<file path="src/rtl/mem_if_pkg.sv">
// Shared types and constants for the main-memory initiator port.
package mem_if_pkg;

    localparam int unsigned DEFAULT_ADDR_W = 9;
    localparam int unsigned DEFAULT_DATA_W = 32;
    localparam int unsigned RAM_DEPTH      = 512;

    localparam logic OP_RD = 1'b0;
    localparam logic OP_WR = 1'b1;

    typedef enum logic [2:0] {
        BOOT,
        IDLE,
        SETUP,
        ACCESS,
        HOLD
    } state_e;

endpackage

</file>
<file path="src/rtl/mem_wait_cnt.sv">
// 4-bit loadable down-counter with zero flag; times both the boot window and access strobes.
module mem_wait_cnt #(
    parameter logic [3:0] RST_VAL = 4'd0
) (
    input  logic       clock,
    input  logic       reset,
    input  logic       load,
    input  logic [3:0] load_val,
    input  logic       dec,
    output logic       zero
);

    logic [3:0] cnt_q;

    always_ff @(posedge clock) begin
        if (reset) begin
            cnt_q <= RST_VAL;
        end else if (load) begin
            cnt_q <= load_val;
        end else if (dec && (cnt_q != 4'd0)) begin
            cnt_q <= cnt_q - 4'd1;
        end
    end

    assign zero = (cnt_q == 4'd0);

endmodule

</file>
<file path="src/rtl/mem_access_ctrl.sv">
// Main-memory initiator: latches MAR/MDR, sequences RAM strobes, returns read data with done.
// Define MEM_BOOT_EN to add the post-reset ram_start preload window.
module mem_access_ctrl
    import mem_if_pkg::*;
#(
    parameter int unsigned ADDR_W      = DEFAULT_ADDR_W,
    parameter int unsigned DATA_W      = DEFAULT_DATA_W,
    parameter int unsigned WAIT_CYCLES = 1,
    parameter int unsigned BOOT_CYCLES = 4
) (
    input  logic              clock,
    input  logic              reset,
    input  logic              req,
    input  logic              we,
    input  logic [ADDR_W-1:0] addr_in,
    input  logic [DATA_W-1:0] wdata,
    output logic              busy,
    output logic              done,
    output logic [DATA_W-1:0] rdata,
    output logic              ram_r,
    output logic              ram_w,
    output logic [ADDR_W-1:0] ram_addr,
    output logic [DATA_W-1:0] ram_din,
    input  logic [DATA_W-1:0] ram_dout,
    output logic              ram_start
);

`ifdef MEM_BOOT_EN
    localparam state_e RESET_STATE = BOOT;
    localparam logic   BOOT_ON     = 1'b1;
`else
    localparam state_e RESET_STATE = IDLE;
    localparam logic   BOOT_ON     = 1'b0;
`endif

    state_e     state_q, state_d;
    logic       op_q;
    logic       cnt_load, cnt_dec, cnt_zero;
    logic [3:0] cnt_load_val;

    // Counter comes out of reset already holding the boot window length.
    mem_wait_cnt #(
        .RST_VAL (4'(BOOT_CYCLES - 1))
    ) u_wait_cnt (
        .clock    (clock),
        .reset    (reset),
        .load     (cnt_load),
        .load_val (cnt_load_val),
        .dec      (cnt_dec),
        .zero     (cnt_zero)
    );

    always_comb begin
        state_d      = state_q;
        cnt_load     = 1'b0;
        cnt_dec      = 1'b0;
        cnt_load_val = 4'(WAIT_CYCLES - 1);
        case (state_q)
            BOOT: begin
                if (cnt_zero) state_d = IDLE;
                else          cnt_dec = 1'b1;
            end
            IDLE: begin
                if (req) state_d = SETUP;
            end
            SETUP: begin
                state_d  = ACCESS;
                cnt_load = 1'b1;
            end
            ACCESS: begin
                if (cnt_zero) state_d = HOLD;
                else          cnt_dec = 1'b1;
            end
            HOLD:    state_d = IDLE;
            default: state_d = RESET_STATE;
        endcase
    end

    // Outputs are decoded from the next state so every one of them is a flop.
    always_ff @(posedge clock) begin
        if (reset) begin
            state_q  <= RESET_STATE;
            op_q     <= OP_RD;
            busy     <= BOOT_ON;
            done     <= 1'b0;
            rdata    <= '0;
            ram_r    <= 1'b0;
            ram_w    <= 1'b0;
            ram_addr <= '0;
            ram_din  <= '0;
        end else begin
            state_q <= state_d;
            busy    <= (state_d != IDLE);
            done    <= (state_d == HOLD);
            ram_r   <= (state_d == ACCESS) && (op_q == OP_RD);
            ram_w   <= (state_d == ACCESS) && (op_q == OP_WR);
            if ((state_q == IDLE) && req) begin
                ram_addr <= addr_in;
                op_q     <= we;
                if (we) ram_din <= wdata;
            end
            if ((state_q == ACCESS) && cnt_zero && (op_q == OP_RD)) begin
                rdata <= ram_dout;
            end
        end
    end

`ifdef MEM_BOOT_EN
    logic start_q;

    always_ff @(posedge clock) begin
        if (reset) start_q <= 1'b1;
        else       start_q <= (state_d == BOOT);
    end

    assign ram_start = start_q;
`else
    assign ram_start = 1'b0;
`endif

endmodule
</file>
<file path="config.mk">
export PLATFORM = sky130hd
export DESIGN_NAME = mem_access_ctrl
export DESIGN_NICKNAME = d
export VERILOG_FILES = /design/src/rtl/mem_if_pkg.sv /design/src/rtl/mem_wait_cnt.sv /design/src/rtl/mem_access_ctrl.sv
export SDC_FILE = /design/constraint.sdc
export NUM_CORES = 1
export LEC_CHECK = 0
export BUFFER_PORTS_ARGS = -buffer_cell sky130_fd_sc_hd__buf_2
export CAP_MARGIN = 20
export CORE_UTILIZATION = 47
export DETAILED_ROUTE_END_ITERATION = 12
export GPL_ROUTABILITY_DRIVEN = 0
export PLACE_DENSITY = 0.76
export SLEW_MARGIN = 10
export SYNTH_ARGS = -nofsm -noshare
export SYNTH_HDL_FRONTEND = slang
export SYNTH_SLANG_ARGS = --single-unit
</file>
<file path="constraint.sdc">
create_clock -name clock -period 2.6 [get_ports clock]
set_clock_uncertainty 0.15 [all_clocks]
set_input_delay 0.13 -clock clock [delete_from_list [all_inputs] [get_ports clock]]
set_output_delay 0.13 -clock clock [all_outputs]
set_load 0.01 [all_outputs]
</file>
==> flow_results.org, run 1 <==
** Status
- The flow ran to the end, and the final reports show no timing, DRC or antenna violations.

** Yosys
- Of the total synthesized cell area, the portion taken by AND, OR, NAND and NOR gates is 0.228.
- Counting flops with an async set or reset pin after synthesis yields a share of 0.
- Synth Area in Compound Gates :: 0.127
- Post-synthesis cell count :: roughly 390
- Syn Std Cell Area :: about 0.0035 sq mm
- Flip-flop cell with the highest count after synthesis :: dfxtp_1
- After synthesis, the largest family of logic cells by area is simple AND/OR/NAND/NOR gates.
- Mux cell area share after synthesis :: 0.100
- Post-synthesis adder-cell area fraction :: 0.00357
- Distinct cells, synth :: 36
- Biggest area contributors in the synthesized netlist :: dfxtp_1 (49%), nand2b_1 (12%), mux2i_1 (9.7%), a21oi_1 (6.1%), o21ai_0 (4.9%)
- The synthesized design spends more area on one cell type than any other, namely dfxtp_1.
- Count of flip-flops with a built-in enable after synthesis :: 0
- Synth Register Bits :: 85
- For this run, the number of Yosys warnings is 0.
- The number of nets in the synthesized netlist is 464.
- Of the post-synthesis cell area, the dominant cell type holds 0.486.
- Synth Area per Inst :: between 9 and 10 sq um
- Share of the synthesized netlist area taken by xor and xnor gates :: 0.00250
- Post-synthesis sequential area ratio :: 0.486

** Floorplanning
- Number of standard-cell rows in the floorplan :: 31
- The initial utilization of the core area, before any placement, comes to 0.486.
- In this run the standard cell core region covers around 0.0072 sq mm.
- The die is 88.4 microns tall.
- X dimension of the die :: ~88 microns
- During I/O placement, the number of pins put on the boundary was about 160.
- Die outline area :: about 0.008 sq mm

** Placed design
- Half-perimeter wire length after detailed placement :: between 5 and 6 mm
- Once placement finished, the instance area stood at ~0.0043 sq mm.
- Buffers placed on the I/O ports in this run total roughly 150.
- Prior to clock tree synthesis, the placed netlist has a worst setup slack of 0.609 ns.

** Final layout
- Fill cells in the final layout number roughly 530.
- Leaving out fill and tap cells, the most frequent cell in the layout is buf_2.
- Fraction of layout cells with a size suffix above 1 :: 0.295
- Top library cells by usage in the layout, fill and taps aside :: buf_2 (153), dfxtp_1 (85), dlygate4sd3_1 (74)
- In the final layout, flip-flops and latches occupy 0.00170 sq mm.
- The number of antenna diodes in the final layout is 0.
- Number of nets in the layout :: roughly 670
- Relative to the synthesized area, the layout overhead comes to 49.7%.
- The multi-input combinational cells in the finished layout cover a total of 0.00164 sq mm.
- The finished cells cover roughly 0.0052 sq mm.

** Power and ir drop
- Switch share :: 0.257
- Across the VDD grid, the largest voltage drop is around 0.32 mV.
- The share of total power dissipated in the clock network is 0.346.
- Internal power consumption :: between 2 and 2.5 mW
- In this run the power spent charging and discharging nets is roughly 740 uW.
- Of the total power, registers draw 0.484.
- Combinational cell fraction of total power :: 0.170
- Power density over the cells :: roughly 550 mW/mm^2
- The completed layout was analyzed and its total power is ~2.9 mW.
- Static leakage :: 2.27 nW

** Clocking
- Clock latency on the worst-skew pair, taken at its later pin, is between 0.3 and 0.4 ns.
- Clock tree synthesis selected as its root buffer the cell clkbuf_8.
- The clock passes through at most 2 buffers.
- After clock tree synthesis, the setup repair step added 0 buffers.
- The clock drives 85 sinks.
- In this run the number of H-tree levels came out at 3.
- TritonCTS built the clock tree.
- Clock tree synthesis inserted a total of 9 buffers.
- Clock-pin slew on the worst setup and hold paths :: ~0.080 ns

** GRT
- The via count of the first global-routing pass is 3,240.
- The first global-routing pass estimated between 10 and 15 mm of wire.
- Pin count of the biggest net entering global routing :: 60
- GRT Residual Overflow :: 0
- For this run, the total global-route usage over all layers was measured as 0.236.
- Initial antenna violation count :: 0

** Drt
- Length of routed met3 wiring :: a little over 900 microns
- Remaining DRCs :: 0
- Dividing the detail-routed wire length by the instance count gives 13.8 microns.
- The routed design uses 4.61 mm of met2 wire.
- The detailed router put a total of 4.00 mm of wire on met1.
- Wires add up to a little under 10 mm.
- In this run the remaining antenna-violating nets after routing total 0.
- The detailed router finished its first iteration with 171 violations.
- Using the TritonRoute via totals, the vias-per-cell ratio works out to about 5.
- For this run, the detailed router's first-pass iteration total came to 5.
- The highest layer touched by signal routing is met4.
- Total number of vias :: roughly 3,600

** STA
- At the pin with the least slew margin, the transition time is 0.823 ns.
- Once routing completed, OpenROAD measured the worst setup slack at between 0.5 and 0.6 ns.
- Post-route setup TNS :: 0 ns
- Count of final max-slew check failures :: 0
- For this run, the top clock speed supported by timing is around 500 MHz.
- After layout, the minimum clock period comes to 2.00 ns.
- Measured against its own limit, the worst slew margin works out to 0.451.
- Setup violations remaining at the end of the flow were counted as 0.
- In the finished design, the share of the clock period the worst path needs comes to 0.770.
- Post-route worst hold slack :: ~0.18 ns
- The number of hold violations in the final report is 0.
- Unrepaired setup endpoints after global routing :: no

** Setup path
- Category of the worst setup path capture point :: register
- Delay of the slowest cell on the worst path :: roughly 0.48 ns
- Slowest stage cell on the critical path :: or3b_1
- The worst setup path is launched from a register.
- Data arrives at the worst endpoint at 2.13 ns.
- The number of cells on the worst reg-to-reg path is 6.
- Along the worst path, the maximum fanout reaches 32.
- Cells along the critical path :: inv_1, ha_1, or3b_1, nor3_4, buf_12, mux2i_1
- Critical setup path kind :: reg -> reg
- Data required, critical path :: approximately 2.7 ns

** Flow run
- The tool flagged a number of max-cap violations equal to 0.

** Min path
- The worst hold path was traced through 2 stages.
- The path class of the tightest hold or removal check is in -> reg.
power groups by stage:
stage | clock (mW) | sequential, mW | combinational, mW
after floorplan | 0 | 1.44 | 0.232
after global placement | 0 | 1.43 | 0.387
after detailed placement | 0 | 1.43 | 0.396
after CTS | 1.02 | 1.40 | 0.483
after global routing | 1.07 | 1.41 | 0.539
final | 1.00 | 1.40 | 0.492
flip-flops by register name (all words and copies together), names as in the netlist:
name	flops
state_q	3
done	1
op_q	1
rdata	32
ram_r	1
busy	1
ram_w	1
u_wait_cnt.cnt_q	4
ram_din	32
ram_addr	9
per-layer routing:
metal | GRT usage | up-vias
met1 | 0.293 | 1656
met4 | 0.0733 | 0
met5 | 0 | -
met2 | 0.388 | 170
li1 | - | 1728
met3 | 0.0793 | 11
layout make-up:
cell class	instances	share of cell area
sequential	85	0.324
inverter	4	0.00286
tap	99	0.0236
clock inverter	4	0.0138
timing repair buffer	233	0.298
clock buffer	12	0.0258
multi-input combinational	261	0.312
cell usage after synthesis, types with 2 or more instances:
cell	n
a21oi_1	43
a221o_1	2
buf_2	5
buf_6	3
clkbuf_1	27
dfxtp_1	85
inv_1	4
mux2i_1	34
nand2_1	21
nand2b_1	65
nand3_1	32
nand3b_1	2
nor2_1	4
nor3_1	2
nor4_1	2
o21ai_0	34
or3b_2	2
logic make-up after synthesis:
logic type,count (synthesis)
adder cells (fa/ha/maj),1
buffers and inverters,40
flip-flops,85
XOR/XNOR,1
multiplexers,35
AO/OA/AOI/OAI,84
AND/OR/NAND/NOR,139
other,1
final timing paths:
path	slack, ns	start	to
worst max-delay path	0.60	u_wait_cnt.cnt_q[1]	rdata[12]
worst min-delay path	0.18	reset	u_wait_cnt.cnt_q[0]
worst max register to register	0.60	u_wait_cnt.cnt_q[1]	rdata[12]
worst min register to register	0.30	ram_addr[0]	ram_addr[0]
through the flow:
stage,instances,utilization
finish,698,0.727
global route,698,0.727
CTS,698,0.727
detailed placement,608,0.596
global placement,608,0.596
floorplan,386,-
timing repair:
item,4_1_cts,5_1_grt
hold endpoints to repair,75,0
hold buffers,74,0
endpoints found under the setup margin,0,0
gates resized for setup,0,0
critical path: cells and delay by family, from the launching register on:
family	cells	cell delay, ns
simple gates	2	0.72
flops	1	0.33
buf+inv	2	0.32
mux	1	0.23
fa+ha+maj	1	0.16
No activity file was read; power rests on OpenSTA's default activity.
==> run 2, diff against run 1 <==
Clock period 2.6 ns to 2 ns, I/O delays scaled along.
==> flow_results.org, run 2 (same netlist as run 1, synthesis figures left out) <==
** Status
- The flow ran to the end, and the final reports show no timing, DRC or antenna violations.

** Setup path
- The worst setup path is launched from a register.
- In this run the worst path has a maximum fanout of 16.
- The worst setup path is captured at a register.
- For the worst flop-to-flop path, the logic depth is 7.
- Launch point of the critical path :: u_wait_cnt.cnt_q[0]
- Data required, critical path :: 2.12 ns
- The critical path is of the reg -> reg type.
- The startpoint identified for the worst register-to-register timing path is u_wait_cnt.cnt_q[0].
- STA puts the critical path data arrival time at 2.01 ns.
- The worst register-to-register path has a setup slack of around 0.11 ns.
- In this run the critical register-to-register path is captured at rdata[5].

** Clocking
- The tree is rooted in a clkbuf_8.
- H-tree level count :: 3
- Clock tree from TritonCTS :: yes
- Maximum root-to-sink buffer count :: 2
- Clock-pin slew on the worst setup and hold paths :: 0.09 ns
- CTS Buf Count :: 9
- Clock latency of the later-clocked register in the worst-skew pair :: between 0.3 and 0.4 ns
- CTS saw 85 sinks.
- Number of cells upsized or downsized after cts :: 0

** GRT
- Wire length of the first global-routing pass :: 15.5 mm
- GRT Residual Overflow :: 0
- Vias in the first global route :: about 3,300
- For this run, global-route usage on met1 was measured as 0.312.
- Global router's overall resource usage :: 0.255
- For this run, global-route usage on met3 was measured as 0.0709.
- Pin count of the biggest net entering global routing :: between 60 and 70
- For this run, global-route usage on met2 was measured as 0.424.
- Initial antenna violation count :: 0
- The layer flagged by global routing as most heavily used is met2.

** Final layout
- The finished layout holds between 700 and 800 standard cells, fillers aside.
- Fraction of layout cells with a size suffix above 1 :: 0.306
- For this run, the post-layout net count is between 600 and 700.
- Area overhead of the layout relative to synthesis :: 54.8%
- N_diodes :: 0
- End-of-flow core utilization :: 0.752
- Leading cell type in the layout, fill and taps excluded :: buf_2
- Registers with the most flip-flops :: ram_din x32, rdata x32, ram_addr x9
- Top library cells by usage in the layout, fill and taps aside :: buf_2 (153), dfxtp_1 (85), dlygate4sd3_1 (75)

** Floorplanning
- The floorplan has 31 rows.
- In this run the vertical extent of the chip is about 88 microns.
- From left edge to right edge, the die measures approximately 90 microns.
- For this configuration, the core starts out at a cell density of 0.486.
- The floorplan step defined a die boundary enclosing 0.00781 sq mm.
- Core area :: roughly 0.0072 sq mm
- about 160 I/O pins were placed.

** Drt
- In the routed layout, each cell is associated on average with a via count of roughly 5.0.
- Number of nets with antenna violations after routing :: 0
- Total length of routed wires :: ~10 mm
- Average wire length per cell after detail routing :: approximately 15 microns
- Number of iterations in the first detailed-routing pass :: 4
- Remaining DRCs :: 0
- Number of DRC markers after the initial detailed-route iteration :: 143
- Total number of vias :: 3,546

** Flow run
- Maximum capacitance violations :: 0

** STA
- Fin. Hold Viols :: 0
- Setup violations remaining at the end of the flow were counted as 0.
- Fmax :: 529 MHz
- Setup total negative slack on the finished layout was measured at 0 ns.
- The final count of pins violating max slew came to 0.
- For the finished layout, the period the worst path requires is about 1.9 ns.
- Post-route clock period utilization :: 0.946
- Post-route worst hold slack :: 0.0754 ns

** Min path
- For hold timing, the worst endpoint is u_wait_cnt.cnt_q[1].
- The worst hold path was traced through 2 stages.
- Launch instance of the worst min-delay path :: reset
- Worst hold path type :: in -> reg

** Placed design
- Summed over all nets, the half-perimeter wirelength after detailed placement is 5.47 mm.
- Quantity of I/O buffers inserted on ports :: 153
- Post-Place Cells :: 611

** Power and ir drop
- Power spread over the standard cell area amounts to 733 mW/mm^2.
- Static leakage :: 2.36 nW
- Total design power :: 3.98 mW
- VDD sags by at most around 0.5 mV.
## run 2: timing repair
action,4_1_cts,5_1_grt
setup endpoints to repair,0,21
hold endpoints to repair,77,0
hold buffers,75,0
buffers inserted,0,1
## run 2: power breakdown
group	internal, mW	total (mW)	switching [mW]
clock	0.890	1.48	0.586
sequential	1.77	1.82	0.0533
combinational	0.351	0.677	0.326
## run 2: worst max path at each step
stage | end | slack [ns] | cells after the start
floorplan | rdata[10] | 0.13 | 7
global placement | rdata[13] | 0.17 | 6
detailed placement | rdata[27] | 0.10 | 6
CTS | rdata[27] | 0.08 | 6
global route | rdata[21] | -0.002 | 7
finish | rdata[5] | 0.11 | 7
## run 2: cell type report
| cell class | count | area [sq um] |
|---|---|---|
| repair buffers | 240 | 1700 |
| clock buffers | 11 | 151 |
| fillers | 504 | 1790 |
| well taps | 99 | 124 |
| flip-flops and latches | 85 | 1700 |
| multi-input cells | 261 | 1640 |
| clock inverters | 4 | 95.1 |
| inverters | 4 | 15.0 |
## run 2: per-layer routing
metal | vias up | routed length, microns
met2 | 144 | 5000
met4 | 0 | 213
met1 | 1643 | 4460
li1 | 1738 | -
met5 | - | 0
met3 | 21 | 713
## run 2: critical path: stages (launching register included)
cell	delay [ns]
dfxtp_1	0.34
inv_1	0.06
ha_1	0.16
or3b_1	0.41
nor3_4	0.17
buf_12	0.14
clkbuf_16	0.19
mux2i_1	0.20
## run 2: metrics by stage
stage,worst slack (ns),area [sq um]
finish,0.108,5430
global placement,0.172,4360
floorplan,0.125,3500
CTS,0.0751,5360
global route,-0.00221,5430
detailed placement,0.102,4360
==> run 3, diff against run 2 <==
Settings changed: ABC_AREA set to 1, CORE_UTILIZATION 47 to 46, REMOVE_ABC_BUFFERS set to 1.
==> flow_results.org, run 3 <==
** Status
- The run finished with clean final reports.

** Yosys
- Post-synth ARST share :: 0
- Distinct cells, synth :: 24
- Mux cell area share after synthesis :: 0
- Post-synthesis adder-cell area fraction :: 0.00392
- The complex-gate fraction of the synthesized area was 0.122.
- Synth Area per Inst :: 7.93 sq um
- Post-synthesis sequential area ratio :: 0.534
- In this run the cell area of the synthesized design comes to around 0.0032 sq mm.
- In this run, synthesis produced a sequential element count of 85.
- Yosys Warn Count :: 0
- Main combinational cell family by area after synthesis :: simple AND/OR/NAND/NOR gates
- Commonest cells in the synthesized netlist :: nand2_1 (87), dfxtp_1 (85), nand3_1 (72)
- Simple-gate share of the synthesized area :: 0.277
- Of all cell types, the one taking the most synthesized area is dfxtp_1.
- Post-synthesis cell count :: approximately 400
- Flip-flop cell with the highest count after synthesis :: dfxtp_1
- In the post-synthesis netlist, the biggest area contributors are dfxtp_1 (53%), nand3_1 (11%), a21oi_1 (11%), nand2_1 (10%), nor2_1 (2.8%).
- Share of the synthesized netlist area taken by xor and xnor gates :: 0.00275
- In this run, synthesis inferred 0 flip-flops with an integrated enable.
- Post-synth top area share :: 0.534
- Yosys instantiated no cell more often than nand2_1.

** Placed design
- After legalization and detailed placement, the total HPWL measured about 5.7 mm.
- At the placement stage, the worst setup path has a slack of ~0.36 ns.
- During placement, the flow inserted port buffers numbering approximately 150.

** GRT
- GRT Residual Overflow :: 0
- The initial antenna violation count is 0.
- Vias in the first global route :: between 3,000 and 4,000
- Pin count of the biggest net entering global routing :: ~40
- The first global-routing pass estimated approximately 16 mm of wire.
- For this run, the total global-route usage over all layers was measured as 0.284.

** Floorplanning
- For this configuration, the core starts out at a cell density of 0.488.
- Die outline area :: 0.00727 sq mm
- roughly 160 I/O pins were placed.
- Number of standard-cell rows in the floorplan :: 29
- X dimension of the die :: between 80 and 90 microns
- The floorplan step set the die height to 85.3 microns.
- Core area :: approximately 0.0065 sq mm

** Power and ir drop
- Part of the total power dissipated in the clock network :: 0.324
- Cell internal power was estimated by the tool at around 2.9 mW.
- Worst IR drop on VDD :: approximately 0.55 mV
- Reg power frac :: 0.471
- Static leakage :: between 2 and 2.5 nW
- Of the total power, the share spent switching nets is 0.276.
- Combinational cell fraction of total power :: 0.205
- Power density over the cells :: between 800 and 900 mW/mm^2
- Switching pwr :: roughly 1.1 mW

** Min path
- Worst hold path type :: in -> reg
- Launch instance of the worst min-delay path :: we
- Along the worst hold path, the cell count comes to 4.
- The worst hold path terminates at ram_din[9].

** STA
- The final count of pins violating max slew was 0.
- Post-route setup TNS :: 0 ns
- Setup-violating endpoint count in the final report :: 0
- Fmax :: 546 MHz
- Setup repair after global routing left no endpoint under its margin.
- Final setup slack of the worst path :: approximately 0.17 ns
- Fin. Hold Viols :: 0
- Subtracting the final worst setup slack from the clock period gives roughly 1.8 ns.
- Dividing the final minimum period by the clock period gives 0.916.

** Flow run
- Max-cap violations in this run came to 0.

** Clocking
- For this design, the sink count on the clock tree is between 80 and 90.
- After clock tree synthesis, the clock-pin slew on the worst setup and hold paths is around 0.090 ns.
- The H-tree generated during clock tree synthesis spans 3 levels.
- The root buffer cell chosen for the clock tree is clkbuf_8.
- Maximum root-to-sink buffer count :: 2
- TritonCTS built the clock tree.
- Clock latency on the worst-skew pair, taken at its later pin, is around 0.34 ns.
- In this run, CTS created clock tree buffers numbering 9.
- Buffers added to address setup during post-CTS repair amount to 0.

** Final layout
- Area overhead of the layout relative to synthesis :: 56.4%
- Fraction of layout cells with a size suffix above 1 :: 0.291
- The library cells used most frequently in the layout, excluding fill and tap cells, are buf_2 (153), nand2_1 (87), dfxtp_1 (85).
- The library cell used most frequently in the layout, excluding fill and tap cells, is buf_2.
- 0 antenna diodes ended up in the layout.
- The largest registers in the layout are ram_din x32, rdata x32, ram_addr x9.
- The net count of the finished layout is about 700.
- The layout has approximately 440 filler cells.

** Drt
- Detailed routing inserted a total of about 3,700 vias.
- After detailed routing, the number of vias per cell comes to 5.23.
- Number of DRC markers after the initial detailed-route iteration :: roughly 160
- For this run, design rule violations remaining after detail routing come to 0.
- For this run, the detailed router's first-pass iteration total came to 4.
- Wires add up to 10.4 mm.
- In this run the remaining antenna-violating nets after routing total 0.
- Average wire length per cell after detail routing :: 14.9 microns

** Setup path
- In this run the worst path has a maximum fanout of 5.
- Across all register-to-register paths, the minimum setup slack is around 0.17 ns.
- Counting cells, the worst reg-to-reg path comes to 7.
- End of the worst register-to-register path :: ram_din[9]
- Source of the worst register-to-register timing path :: state_q[2]
- At the worst endpoint, the arrival time is 1.91 ns.
- The worst setup path is captured at a register.
- By startpoint and endpoint, the worst setup path is classified as reg -> reg.
- STA classifies the critical path startpoint as a register.
- Data required, critical path :: a little over 2 ns
run 3: cell types whose count changed after synthesis, moves of 24 or more:
cell	change
o21ai_0	-25
nand3_1	+40
nand2b_1	-65
a21oi_1	+24
nand2_1	+66
mux2i_1	-34
run 3: power by group through the flow:
| stage | Sequential (mW) | Combinational [mW] | Clock [mW] |
|---|---|---|---|
| 5_1_grt | 1.90 | 0.897 | 1.38 |
| 3_3_place_gp | 1.91 | 0.675 | 0 |
| 6_report | 1.88 | 0.821 | 1.30 |
| 3_5_place_dp | 1.92 | 0.685 | 0 |
| 2_1_floorplan | 1.95 | 0.335 | 0 |
| 4_1_cts | 1.88 | 0.803 | 1.33 |
run 3: repair_timing:
| item | CTS | global route |
|---|---|---|
| gates resized for setup | 0 | 0 |
| endpoints found under the hold margin | 74 | 0 |
| hold buffers | 76 | 0 |
| endpoints found under the setup margin | 0 | 0 |
run 3: worst max-delay path by stage:
stage                                    from          to  slack (ns)  cells after the start
after floorplan                    state_q[0]  ram_din[0]       -0.20                      4
after global placement             state_q[2]  ram_din[8]        0.44                      6
after detailed placement  u_wait_cnt.cnt_q[0]   rdata[18]        0.36                      8
after CTS                          state_q[2]  ram_din[9]        0.18                      7
after global routing               state_q[0]  ram_din[9]        0.06                      6
final                              state_q[2]  ram_din[9]        0.17                      7
run 3: cells by family after synthesis:
| kind of cell | Yosys count |
|---|---|
| compound gates | 77 |
| xor+xnor | 1 |
| fa+ha+maj | 1 |
| buf+inv | 41 |
| flops | 85 |
| other cells | 1 |
| simple gates | 196 |
run 3: worst max-delay path, stage by stage (launching register included):
cell and delay [ns]:
dfxtp_1 0.32, inv_1 0.17, nand2_2 0.12, nor2_2 0.13, nand3_1 0.10, dlygate4sd3_1 0.59, nand2_1 0.07, a21oi_1 0.06
run 3: metrics by stage:
stage                     utilization  hold slack (ns)  instance area (sq um)  std cells  power [mW]
after floorplan                     -           0.0191                   3040        371        2.29
after global placement          0.615            0.199                   4010        609        2.59
after detailed placement        0.615            0.211                   4010        609        2.60
after CTS                       0.763            0.153                   4990        699        4.01
after global routing            0.763            0.181                   4990        699        4.18
final                           0.763            0.173                   4990        699        4.00
run 3: routing by layer:
metal,GRT usage,up-vias,wire length [microns]
met3,0.0749,17,982
met4,0.108,0,156
met5,0,-,0
met1,0.338,1668,4150
li1,-,1766,-
met2,0.492,202,5090
run 3: final cells by class:
class	count	area (sq um)	area share
Sequential cell	85	1700	0.341
Timing Repair Buffer	237	1640	0.328
Multi-Input combinational cell	276	1300	0.261
Clock buffer	10	138	0.0276
Tap cell	77	96.3	0.0193
Clock inverter	4	73.8	0.0148
Inverter	10	37.5	0.00753
